==> src/rtl/fpga_top_pkg.sv <==
// Shared constants for the push-button / LED top level.
package fpga_top_pkg;

  localparam int unsigned SYNC_STAGES_DEF     = 2;
  localparam int unsigned DEBOUNCE_CYCLES_DEF = 1250000;
  localparam int unsigned CLK_FREQ_HZ         = 125000000;

  localparam int unsigned LED_FOLLOW = 0;
  localparam int unsigned LED_TOGGLE = 1;

endpackage : fpga_top_pkg

==> src/rtl/sig_sync.sv <==
// Synchronizes an asynchronous level and debounces it: the output only moves
// after the synchronized input has differed from it for DEBOUNCE_CYCLES edges.
module sig_sync
  import fpga_top_pkg::*;
#(
  parameter int unsigned SYNC_STAGES     = SYNC_STAGES_DEF,
  parameter int unsigned DEBOUNCE_CYCLES = DEBOUNCE_CYCLES_DEF
) (
  input  logic SYS_CLK,
  input  logic SYS_RST,
  input  logic async_in,
  output logic db_out
);

  localparam int unsigned CNT_W = $clog2(DEBOUNCE_CYCLES) + 1;
  localparam logic [CNT_W-1:0] CNT_MAX = CNT_W'(DEBOUNCE_CYCLES - 1);

  logic [SYNC_STAGES-1:0] sync_q;
  logic                   sync_bit;
  logic                   db_q, db_d;
  logic [CNT_W-1:0]       cnt_q, cnt_d;

  assign sync_bit = sync_q[SYNC_STAGES-1];

  // Count consecutive disagreeing cycles; any agreement restarts the count.
  always_comb begin
    db_d  = db_q;
    cnt_d = '0;
    if (sync_bit != db_q) begin
      if (cnt_q == CNT_MAX) begin
        db_d = sync_bit;
      end else begin
        cnt_d = cnt_q + CNT_W'(1);
      end
    end
  end

  always_ff @(posedge SYS_CLK) begin
    if (SYS_RST) begin
      sync_q <= '0;
      db_q   <= 1'b0;
      cnt_q  <= '0;
    end else begin
      sync_q <= {sync_q[SYNC_STAGES-2:0], async_in};
      db_q   <= db_d;
      cnt_q  <= cnt_d;
    end
  end

  assign db_out = db_q;

endmodule : sig_sync

==> src/rtl/fpga_top.sv <==
// Board top: debounced push-button BTN0 drives LED LD0, either following the
// button level or toggling once per press.
module fpga_top
  import fpga_top_pkg::*;
#(
  parameter int unsigned SYNC_STAGES     = SYNC_STAGES_DEF,
  parameter int unsigned DEBOUNCE_CYCLES = DEBOUNCE_CYCLES_DEF,
  parameter int unsigned LED_MODE        = LED_FOLLOW
) (
  input  logic SYS_CLK,
  input  logic SYS_RST,
  input  logic BTN0,
  output logic LD0
);

  logic btn_db;
  logic btn_db_q;
  logic led_q, led_d;

  sig_sync #(
    .SYNC_STAGES     (SYNC_STAGES),
    .DEBOUNCE_CYCLES (DEBOUNCE_CYCLES)
  ) u_sync (
    .SYS_CLK  (SYS_CLK),
    .SYS_RST  (SYS_RST),
    .async_in (BTN0),
    .db_out   (btn_db)
  );

  // Toggle mode reacts only to rising edges of the debounced level.
  always_comb begin
    led_d = led_q;
    if (LED_MODE == LED_TOGGLE) begin
      if (btn_db && !btn_db_q) begin
        led_d = ~led_q;
      end
    end else begin
      led_d = btn_db;
    end
  end

  always_ff @(posedge SYS_CLK) begin
    if (SYS_RST) begin
      btn_db_q <= 1'b0;
      led_q    <= 1'b0;
    end else begin
      btn_db_q <= btn_db;
      led_q    <= led_d;
    end
  end

  assign LD0 = led_q;

endmodule : fpga_top

==> config.mk <==
export PLATFORM = sky130hd
export DESIGN_NAME = fpga_top
export DESIGN_NICKNAME = d
export VERILOG_FILES = /design/src/rtl/fpga_top_pkg.sv /design/src/rtl/sig_sync.sv /design/src/rtl/fpga_top.sv
export SDC_FILE = /design/constraint.sdc
export NUM_CORES = 1
export LEC_CHECK = 0
export ABC_CLOCK_PERIOD_IN_PS = 2050
export BUFFER_PORTS_ARGS = -buffer_cell sky130_fd_sc_hd__buf_2
export CORE_MARGIN = 3
export CORE_UTILIZATION = 40
export DETAILED_ROUTE_END_ITERATION = 8
export PLACE_DENSITY = 0.57
export SYNTH_ARGS = -nofsm -noshare
export SYNTH_HDL_FRONTEND = slang
export SYNTH_HIERARCHICAL = 1
export SYNTH_SLANG_ARGS = --single-unit
==> constraint.sdc <==
create_clock -name SYS_CLK -period 2.05 [get_ports SYS_CLK]
set_input_delay 0.3075 -clock SYS_CLK [delete_from_list [all_inputs] [get_ports SYS_CLK]]
set_output_delay 0.3075 -clock SYS_CLK [all_outputs]
set_load 0.01 [all_outputs]
==> load_flow_metrics.sql, run 1 <==
INSERT INTO impl_metrics (metric_group, metric, value, unit) VALUES
('run_status', 'status', 'complete, no violations', ''),
('worst_setup_path', 'worstRegToRegCells', '5', ''),
('power_and_ir_drop', 'vdd.ir_drop.worst', '0.0004686', 'V'),
('worst_setup_path', 'startpoint_type', 'flip-flop', ''),
('clock_tree', 'post_cts_setup_repair_buffer_count', '0', ''),
('clock_tree', 'worstSkewPairLatency', '0.31', 'ns'),
('worst_setup_path', 'critical_path_depth', '5', ''),
('sta', 'timing.final.crit_period', '1.981', 'ns'),
('place', 'hpwlAfterDp', '1595', 'um'),
('die', 'placement_rows', '18', ''),
('place', 'dp.cells', '169', ''),
('global_route', 'first_global_vias', '862', ''),
('sta', 'tns', '0', 'ns'),
('power_and_ir_drop', 'areal_power_density_over_the_cells', '569.1', 'nW/um^2'),
('flow_run', 'max-cap-violations', '0', ''),
('worst_setup_path', 'startpoint', 'u_sync/cnt_q[13]', ''),
('clock_tree', 'hold_buf_count_cts', '0', ''),
('die', 'placeableCoreArea', '2635', 'um^2'),
('yosys', 'async_reset_ff_share', '0', '%'),
('final_layout', 'stdcell_count', '172', ''),
('die', 'die_area', '3606', 'um^2'),
('global_route', 'maximum_number_of_pins_on_one_net_before_global_route_repair', '14', ''),
('routing', 'dr.first_iter.drc_count', '20', ''),
('yosys', 'post_synth.cell_area_avg', '8.989', 'um^2'),
('min_path', 'min_from', 'BTN0', ''),
('global_route', 'antenna_found_initial', '0', ''),
('clock_tree', 'cts_max_level', '1', ''),
('sta', 'worst_pin_slew', '0.3938', 'ns'),
('sta', 'final_hold_viol_count', '0', ''),
('worst_setup_path', 'path_cells', 'or4b_1, or4_4, o21ai_4, buf_4, a21oi_1', ''),
('yosys', 'synth_nets', '134', ''),
('power_and_ir_drop', 'leakagePower', '0.0004133', 'uW'),
('die', 'initial_utilization', '44.35', '%'),
('worst_setup_path', 'worst_ep_arrival_time', '2.19', 'ns'),
('final_layout', 'nets_finish', '148', ''),
('worst_setup_path', 'setup.worst_path.end_class', 'flip-flop', ''),
('yosys', 'yosys_register_bits', '26', ''),
('final_layout', 'mostFrequentLayoutCells', 'dfxtp_1, nor2_1, xnor2_1', ''),
('routing', 'detail_route.wl_per_cell', '12.45', 'um'),
('yosys', 'synth.yosys.seq_area_share', '44.54', '%'),
('routing', 'via_count', '915', ''),
('routing', 'antenna_left', '0', ''),
('routing', 'drt_pass1_iterations', '4', ''),
('place', 'port-buffer-count', '3', ''),
('global_route', 'grt_remaining_overflow', '0', ''),
('worst_setup_path', 'critical_path.reg2reg.endpoint', 'u_sync/cnt_q[20]', ''),
('worst_setup_path', 'critical_path.n_buffers_inverters', '1', ''),
('worst_setup_path', 'critical_register_to_register_path_startpoint', 'u_sync/cnt_q[13]', ''),
('routing', 'postRouteWirelength', '2142', 'um'),
('sta', 'setup_viol_count_final', '0', ''),
('worst_setup_path', 'critPathRequiredTime', '2.26', 'ns'),
('worst_setup_path', 'path_max_fanout', '9', ''),
('sta', 'worst_clock_skew', '0.006898', 'ns'),
('clock_tree', 'cts_buffer_depth', '2', ''),
('die', 'die_width', '60.05', 'um'),
('clock_tree', 'clock_tree_from_tritoncts', 'built', ''),
('place', 'routabilityCongestion', '0.7343', ''),
('clock_tree', 'cts_buffers', '3', ''),
('die', 'io_pins', '4', ''),
('clock_tree', 'cts.sinks', '26', ''),
('yosys', 'netlist-cell-type-count', '31', ''),
('yosys', 'cell_area_after_technology_mapping', '1169', 'um^2'),
('sta', 'timing.max_slew.rel_slack', '73.65', '%'),
('global_route', 'grt_util_all_layers', '14.34', '%'),
('final_layout', 'number_of_antenna_repair_diodes', '0', ''),
('clock_tree', 'clk_root_buffer_cell', 'clkbuf_4', ''),
('final_layout', 'mostFrequentLayoutCell', 'dfxtp_1', ''),
('yosys', 'syn-instance-count', '130', ''),
('sta', 'fmaxAchievable', '0.5048', 'GHz'),
('yosys', 'synth-warning-count', '6', ''),
('sta', 'timing_max_transition_violations_final', '0', '');
[power by group]
group          internal (uW)  total [uW]  switching (uW)
clock network           68.7         212             143
logic                   5.13        12.5            7.41
registers                508         509            1.17
total                    582         733             152
[layout make-up]
type	count	area, um^2
multi-input combinational	95	606.8
clock buffer	3	22.52
sequential	26	520.5
timing repair buffer	11	75.07
fill	263	1346
inverter	7	26.28
tap	30	37.54
[state kept, by name, summed over array words and instances, names as in the netlist]
signal	count
LD0	1
u_sync/cnt_q	22
u_sync/db_out	1
u_sync/sync_q	2
[through the flow]
step / setup slack [ns] / total power, uW / area [um^2] / hold slack (ns)
after floorplan: 0.1169 / 526.9 / 1169 / 0.3718
after global placement: 0.09317 / 532.5 / 1266 / 0.4172
after detailed placement: 0.1059 / 533.0 / 1266 / 0.4296
after CTS: 0.08154 / 749.6 / 1289 / 0.1793
after global routing: 0.002224 / 772.8 / 1289 / 0.1755
final: 0.06912 / 733.5 / 1289 / 0.1909
[logic make-up (layout without fill, tap and decap cells)]
| group | count (synthesis) | count (layout) | synth area share, % |
|---|---|---|---|
| buffers and inverters | 9 | 21 | 3.533 |
| AND/OR/NAND/NOR | 66 | 66 | 30.62 |
| XOR/XNOR | 16 | 16 | 11.99 |
| adder cells (fa/ha/maj) | 1 | 1 | 1.070 |
| flip-flops | 26 | 26 | 44.54 |
| AO/OA/AOI/OAI | 12 | 12 | 8.245 |
[worst reg2reg max path, cell delays in order (launching register included)]
cell and delay [ns]:
dfxtp_1 0.38, or4b_1 0.55, or4_4 0.54, o21ai_4 0.17
buf_4 0.19, a21oi_1 0.05
[synthesized netlist by cell type (all sizes together), types with 3 or more instances]
cell type  instances  area share, %
dfxtp             26             45
nor2              23            7.4
xnor2             15             11
inv                7            2.2
nand4              7            3.7
nand3              6            2.6
nand2              5            1.6
nor3               5            2.1
nor2b              4            2.8
nor4               4            2.1
and3               3            1.6
o21ai              3            2.2
or4                3            2.6
[worst min-delay path by stage]
stage	to	slack, ns	depth (start not counted)
after floorplan	LD0	0.37	1
after global placement	u_sync/sync_q[1]	0.42	1
after detailed placement	u_sync/sync_q[1]	0.43	1
after CTS	u_sync/sync_q[0]	0.18	2
after global routing	u_sync/sync_q[0]	0.18	2
final	u_sync/sync_q[0]	0.19	2
[routing by layer]
metal / track usage (%) / up-vias / share of wire [%]
met4: 3.797 / 0 / 0.98
met1: 19.29 / 421 / 52
met2: 22.07 / 7 / 45
li1: - / 485 / -
met3: 4.536 / 2 / 2.3
met5: 0 / - / 0
Power figures use the tool's default switching activity.
==> run 2: changes to the inputs <==
--- a/config.mk
+++ b/config.mk
@@ -6,11 +6,11 @@
 export NUM_CORES = 1
 export LEC_CHECK = 0
 export ABC_CLOCK_PERIOD_IN_PS = 2050
-export BUFFER_PORTS_ARGS = -buffer_cell sky130_fd_sc_hd__buf_2
 export CORE_MARGIN = 3
 export CORE_UTILIZATION = 40
 export DETAILED_ROUTE_END_ITERATION = 8
-export PLACE_DENSITY = 0.57
+export DONT_BUFFER_PORTS = 1
+export PLACE_DENSITY = 0.55
 export SYNTH_ARGS = -nofsm -noshare
 export SYNTH_HDL_FRONTEND = slang
 export SYNTH_HIERARCHICAL = 1
==> load_flow_metrics.sql, run 2 (synthesized netlist as in run 1, its figures left out) <==
INSERT INTO impl_metrics (metric_group, metric, value, unit) VALUES
('run_status', 'status', 'complete, no violations', ''),
('sta', 'fin_hold_ws', '0.03362', 'ns'),
('clock_tree', 'post_cts_resized', '0', ''),
('final_layout', 'largest_register', 'u_sync/cnt_q', ''),
('place', 'dp.cells', '167', ''),
('global_route', 'grt_remaining_overflow', '0', ''),
('sta', 'tns', '0', 'ns'),
('sta', 'min_period_over_period', '96.08', '%'),
('die', 'initial_utilization', '44.35', '%'),
('routing', 'route.detailed.drc', '0', ''),
('flow_run', 'max-cap-violations', '0', ''),
('die', 'floorplan.die.height', '60.05', 'um'),
('global_route', 'groute.layer.met2.usage', '22.53', '%'),
('final_layout', 'stdcell_count', '171', ''),
('clock_tree', 'worstSkewPairLatency', '0.32', 'ns'),
('sta', 'timing.max_slew.rel_slack', '72.31', '%'),
('global_route', 'wire_length_of_the_first_global_routing_pass', '3850', 'um'),
('power_and_ir_drop', 'final_total_power', '733.9', 'uW'),
('final_layout', 'area.sequential', '520.5', 'um^2'),
('global_route', 'grt_util_all_layers', '14.23', '%'),
('global_route', 'antenna_found_initial', '0', ''),
('place', 'routabilityCongestion', '0.7773', ''),
('die', 'die_area', '3606', 'um^2'),
('final_layout', 'multi_input_area', '606.8', 'um^2'),
('routing', 'drt_pass1_iterations', '4', ''),
('die', 'placement_rows', '18', ''),
('final_layout', 'nets_finish', '147', ''),
('worst_setup_path', 'worst_ep_arrival_time', '2.19', 'ns'),
('sta', 'worst_clock_skew', '0.008857', 'ns'),
('global_route', 'first_global_vias', '863', ''),
('final_layout', 'biggestRegsByFlops', 'u_sync/cnt_q x22, u_sync/sync_q x2', ''),
('place', 'port-buffer-count', '0', ''),
('final_layout', 'mostFrequentLayoutCell', 'dfxtp_1', ''),
('clock_tree', 'clock_tree_from_tritoncts', 'built', ''),
('clock_tree', 'post_cts_setup_repair_buffer_count', '0', ''),
('worst_setup_path', 'critPathRequiredTime', '2.27', 'ns'),
('sta', 'fmaxAchievable', '0.5077', 'GHz'),
('die', 'placeableCoreArea', '2635', 'um^2'),
('worst_setup_path', 'path_max_fanout', '11', ''),
('final_layout', 'area_delta_synth_final', '10.49', '%'),
('die', 'die_width', '60.05', 'um'),
('routing', 'via_count', '935', ''),
('clock_tree', 'cts.sinks', '26', ''),
('sta', 'final_hold_viol_count', '0', ''),
('sta', 'setup_viol_count_final', '0', ''),
('routing', 'detail_route.wl_per_cell', '12.91', 'um'),
('sta', 'timing_max_transition_violations_final', '0', ''),
('clock_tree', 'cts_buffers', '3', ''),
('routing', 'dr.first_iter.drc_count', '55', ''),
('sta', 'worst_pin_slew', '0.4139', 'ns'),
('clock_tree', 'cts_max_level', '1', ''),
('global_route', 'global_route.usage.met3', '4.536', '%'),
('global_route', 'grt_most_used_layer', 'met2', ''),
('final_layout', 'layout-drive-gt1-share', '12.06', '%'),
('worst_setup_path', 'crit_path_max_incr_delay', '0.54', 'ns'),
('routing', 'postRouteWirelength', '2208', 'um'),
('worst_setup_path', 'path_cells', 'or4b_1, or4_4, o21ai_4, buf_4, nor2_1', ''),
('final_layout', 'number_of_antenna_repair_diodes', '0', ''),
('final_layout', 'mostFrequentLayoutCells', 'dfxtp_1, nor2_1, xnor2_1', ''),
('routing', 'antenna_left', '0', ''),
('sta', 'grt_setup_unrepaired', 'no', ''),
('clock_tree', 'clk_pin_slew_worst_paths', '0.14', 'ns'),
('min_path', 'min_path_type', 'in2reg', ''),
('worst_setup_path', 'timing.setup.critical_path_class', 'reg2reg', ''),
('worst_setup_path', 'setup.worst_path.end_class', 'flip-flop', ''),
('power_and_ir_drop', 'vdd.ir_drop.worst', '0.0003511', 'V'),
('place', 'hpwlAfterDp', '1695', 'um'),
('power_and_ir_drop', 'areal_power_density_over_the_cells', '568.4', 'nW/um^2'),
('clock_tree', 'cts_buffer_depth', '2', ''),
('global_route', 'maximum_number_of_pins_on_one_net_before_global_route_repair', '14', ''),
('final_layout', 'largest_register_ffs', '22', ''),
('clock_tree', 'clk_root_buffer_cell', 'clkbuf_4', ''),
('sta', 'timing.final.crit_period', '1.970', 'ns'),
('power_and_ir_drop', 'leakagePower', '0.0004081', 'uW'),
('final_layout', 'filler_cell_count', '269', ''),
('die', 'io_pins', '4', ''),
('routing', 'routed_via_density', '5.468', ''),
('worst_setup_path', 'critical-path-slowest-cell', 'or4b_1', ''),
('global_route', 'grtUsageMet1', '18.93', '%'),
('worst_setup_path', 'startpoint_type', 'flip-flop', '');
run 2: changes by cell type in the layout (fill, tap and decap cells not counted), sizes merged:
| cell | delta |
|---|---|
| buf | -2 |
| dlygate4sd3 | +1 |
run 2: worst max-delay path, delay by kind of cell (launching register included):
family / cells / cell delay (ns)
AND/OR/NAND/NOR: 3 / 1.14
buffers and inverters: 1 / 0.18
flip-flops: 1 / 0.38
AO/OA/AOI/OAI: 1 / 0.17
run 2: final timing paths:
| kind | from | end | slack (ns) | depth (start not counted) |
|---|---|---|---|---|
| setup / recovery | u_sync/cnt_q[13] | u_sync/cnt_q[9] | 0.08 | 5 |
| hold reg to reg | u_sync/sync_q[0] | u_sync/sync_q[1] | 0.45 | 1 |
| setup reg to reg | u_sync/cnt_q[13] | u_sync/cnt_q[9] | 0.08 | 5 |
| hold / removal | SYS_RST | u_sync/sync_q[0] | 0.03 | 1 |
run 2: through the flow:
stage | setup slack [ns] | area (um^2) | util [%]
floorplan | 0.1169 | 1169 | -
global placement | 0.1290 | 1259 | 47.77
detailed placement | 0.1158 | 1259 | 47.77
CTS | 0.08630 | 1281 | 48.62
global route | 0.03159 | 1291 | 49.00
finish | 0.08040 | 1291 | 49.00
run 2: report_power, final:
part	switching, uW	internal, uW	total, uW
registers	1.19	508	509
logic	6.02	5.13	11.1
clock network	145	68.8	214
run 2: cell type report:
class	count	area share [%]
Tap cell	30	2.907
Clock buffer	3	1.744
Inverter	7	2.035
Sequential cell	26	40.31
Timing Repair Buffer	10	6.008
Multi-Input combinational cell	95	47.00
run 2: routing by layer:
metal,vias to the layer above,wire length (um)
met2,10,1010
met4,0,21
met3,2,64
met5,-,0
li1,482,-
met1,441,1112
run 2: what timing repair did:
| item | 4_1_cts | 5_1_grt |
|---|---|---|
| endpoints found under the setup margin | 0 | 0 |
| hold buffers | 0 | 1 |
| endpoints found under the hold margin | 0 | 1 |
==> run 3: changes to the inputs <==
--- a/config.mk
+++ b/config.mk
@@ -10,7 +10,7 @@
 export CORE_UTILIZATION = 40
 export DETAILED_ROUTE_END_ITERATION = 8
 export DONT_BUFFER_PORTS = 1
-export PLACE_DENSITY = 0.55
+export PLACE_DENSITY = 0.57
 export SYNTH_ARGS = -nofsm -noshare
 export SYNTH_HDL_FRONTEND = slang
 export SYNTH_HIERARCHICAL = 1
==> load_flow_metrics.sql, run 3 (synthesized netlist as in run 1, its figures left out) <==
INSERT INTO impl_metrics (metric_group, metric, value, unit) VALUES
('global_route', 'wire_length_of_the_first_global_routing_pass', '3981', 'um'),
('sta', 'worst_pin_slew', '0.4223', 'ns'),
('worst_setup_path', 'path_max_fanout', '9', ''),
('flow_run', 'max-cap-violations', '0', ''),
('global_route', 'grt_util_all_layers', '14.63', '%'),
('final_layout', 'nets_finish', '146', ''),
('sta', 'min_period_over_period', '95.73', '%'),
('place', 'port-buffer-count', '0', ''),
('global_route', 'antenna_found_initial', '0', ''),
('sta', 'fin_hold_ws', '0.05946', 'ns'),
('clock_tree', 'post_cts_setup_repair_buffer_count', '0', ''),
('routing', 'routed_via_density', '5.415', ''),
('routing', 'antenna_left', '0', ''),
('sta', 'timing_max_transition_violations_final', '0', ''),
('final_layout', 'layout-drive-gt1-share', '12.06', '%'),
('global_route', 'first_global_vias', '901', ''),
('clock_tree', 'clock_tree_from_tritoncts', 'built', ''),
('sta', 'timing.final.crit_period', '1.962', 'ns'),
('clock_tree', 'post_cts_resized', '0', ''),
('final_layout', 'mostFrequentLayoutCell', 'dfxtp_1', ''),
('die', 'die_width', '60.05', 'um'),
('worst_setup_path', 'timing.setup.critical_path_class', 'reg2reg', ''),
('die', 'initial_utilization', '44.35', '%'),
('global_route', 'grt_remaining_overflow', '0', ''),
('min_path', 'timing.hold.worst_path_depth', '1', ''),
('power_and_ir_drop', 'areal_power_density_over_the_cells', '604.0', 'nW/um^2'),
('clock_tree', 'worstSkewPairLatency', '0.32', 'ns'),
('die', 'die_area', '3606', 'um^2'),
('clock_tree', 'clk_pin_slew_worst_paths', '0.15', 'ns'),
('global_route', 'maximum_number_of_pins_on_one_net_before_global_route_repair', '15', ''),
('worst_setup_path', 'critical_path.reg2reg.endpoint', 'u_sync/cnt_q[6]', ''),
('place', 'dp.cells', '166', ''),
('place', 'hpwlAfterDp', '1704', 'um'),
('sta', 'grt_setup_unrepaired', 'no', ''),
('min_path', 'min_from', 'SYS_RST', ''),
('clock_tree', 'clk_root_buffer_cell', 'clkbuf_4', ''),
('final_layout', 'stdcell_area', '1297', 'um^2'),
('final_layout', 'largest_register_ffs', '22', ''),
('clock_tree', 'cts_buffer_depth', '2', ''),
('min_path', 'min_path_type', 'in2reg', ''),
('die', 'placement_rows', '18', ''),
('routing', 'route.detailed.drc', '0', ''),
('clock_tree', 'cts_max_level', '1', ''),
('die', 'placeableCoreArea', '2635', 'um^2'),
('place', 'placed_cell_area', '1251', 'um^2'),
('final_layout', 'biggestRegsByFlops', 'u_sync/cnt_q x22, u_sync/sync_q x2', ''),
('final_layout', 'area.sequential', '520.5', 'um^2'),
('die', 'floorplan.die.height', '60.05', 'um'),
('die', 'io_pins', '4', ''),
('sta', 'final_hold_viol_count', '0', ''),
('routing', 'detail_route.wl_per_cell', '13.63', 'um'),
('worst_setup_path', 'critical_register_to_register_path_startpoint', 'u_sync/cnt_q[13]', ''),
('final_layout', 'stdcell_count', '171', ''),
('run_status', 'status', 'complete, no violations', ''),
('power_and_ir_drop', 'leakagePower', '0.0004112', 'uW'),
('power_and_ir_drop', 'final_total_power', '783.6', 'uW'),
('routing', 'postRouteWirelength', '2330', 'um'),
('sta', 'fmaxAchievable', '0.5096', 'GHz'),
('worst_setup_path', 'startpoint_type', 'flip-flop', ''),
('clock_tree', 'cts_buffers', '3', ''),
('routing', 'dr.first_iter.drc_count', '23', ''),
('power_and_ir_drop', 'vdd.ir_drop.worst', '0.0004362', 'V'),
('final_layout', 'multi_input_area', '606.8', 'um^2'),
('worst_setup_path', 'setup.worst_path.end_class', 'flip-flop', ''),
('min_path', 'worstHoldEndpoint', 'u_sync/db_out', ''),
('final_layout', 'filler_cell_count', '258', ''),
('sta', 'setup_viol_count_final', '0', ''),
('routing', 'drt_pass1_iterations', '5', ''),
('worst_setup_path', 'worstRegToRegCells', '5', ''),
('worst_setup_path', 'r2r_setup_slack', '0.09', 'ns'),
('worst_setup_path', 'worst_ep_arrival_time', '2.19', 'ns'),
('clock_tree', 'cts.sinks', '26', ''),
('final_layout', 'number_of_antenna_repair_diodes', '0', ''),
('final_layout', 'area_delta_synth_final', '11.03', '%'),
('routing', 'via_count', '926', ''),
('sta', 'worst_clock_skew', '0.01064', 'ns'),
('sta', 'tns', '0', 'ns'),
('final_layout', 'mostFrequentLayoutCells', 'dfxtp_1, nor2_1, xnor2_1', ''),
('final_layout', 'largest_register', 'u_sync/cnt_q', ''),
('place', 'routabilityCongestion', '0.7463', ''),
('worst_setup_path', 'critPathRequiredTime', '2.28', 'ns'),
('sta', 'timing.max_slew.rel_slack', '71.74', '%');
-- run 3: cell types whose count changed in the layout (fill, tap and decap cells not counted) --
cell	delta
clkbuf_8	+1
buf_4	-1
-- run 3: area by class of cell --
class / count / area share [%]
multi-input cells: 95 / 46.77
repair buffers: 9 / 5.400
inverters: 7 / 2.025
clock buffers: 4 / 2.797
well taps: 30 / 2.893
flip-flops and latches: 26 / 40.12
-- run 3: where the power goes --
part	internal, uW	total (uW)	switching, uW
Clock	109	263	154
Combinational	5.13	11.8	6.70
Sequential	508	509	1.28
Total	622	784	162
-- run 3: metal layers --
metal	track usage, %	up-vias	part of all wire [%]	wire length (um)
met2	24.07	5	48	1110
met4	4.114	0	0.90	21
met1	18.17	437	49	1147
met3	4.752	2	2.1	50
met5	0	-	0	0
li1	-	482	-	-
-- run 3: worst max-delay path: stages (launching register included) --
cell and delay [ns]:
dfxtp_1 0.38, or4b_1 0.53, or4_4 0.54, o21ai_4 0.17, buf_4 0.19, nor2_1 0.06
-- run 3: worst max-delay path by stage --
stage                           from          endpoint  slack, ns
floorplan            u_sync/cnt_q[4]   u_sync/cnt_q[4]       0.12
global placement    u_sync/cnt_q[13]  u_sync/cnt_q[12]       0.13
detailed placement  u_sync/cnt_q[13]   u_sync/cnt_q[6]       0.12
CTS                 u_sync/cnt_q[13]   u_sync/cnt_q[6]       0.09
global route         u_sync/cnt_q[0]  u_sync/cnt_q[20]       0.03
finish              u_sync/cnt_q[13]   u_sync/cnt_q[6]       0.09
-- run 3: metrics by stage --
step	util, %	setup slack [ns]
2_1_floorplan	-	0.1169
3_3_place_gp	47.48	0.1280
3_5_place_dp	47.48	0.1162
4_1_cts	48.86	0.08692
5_1_grt	49.24	0.02686
6_report	49.24	0.08762
-- run 3: what timing repair did --
| action | in CTS | in global routing |
|---|---|---|
| endpoints found under the hold margin | 0 | 3 |
| endpoints found under the setup margin | 0 | 0 |
| hold buffers | 0 | 1 |
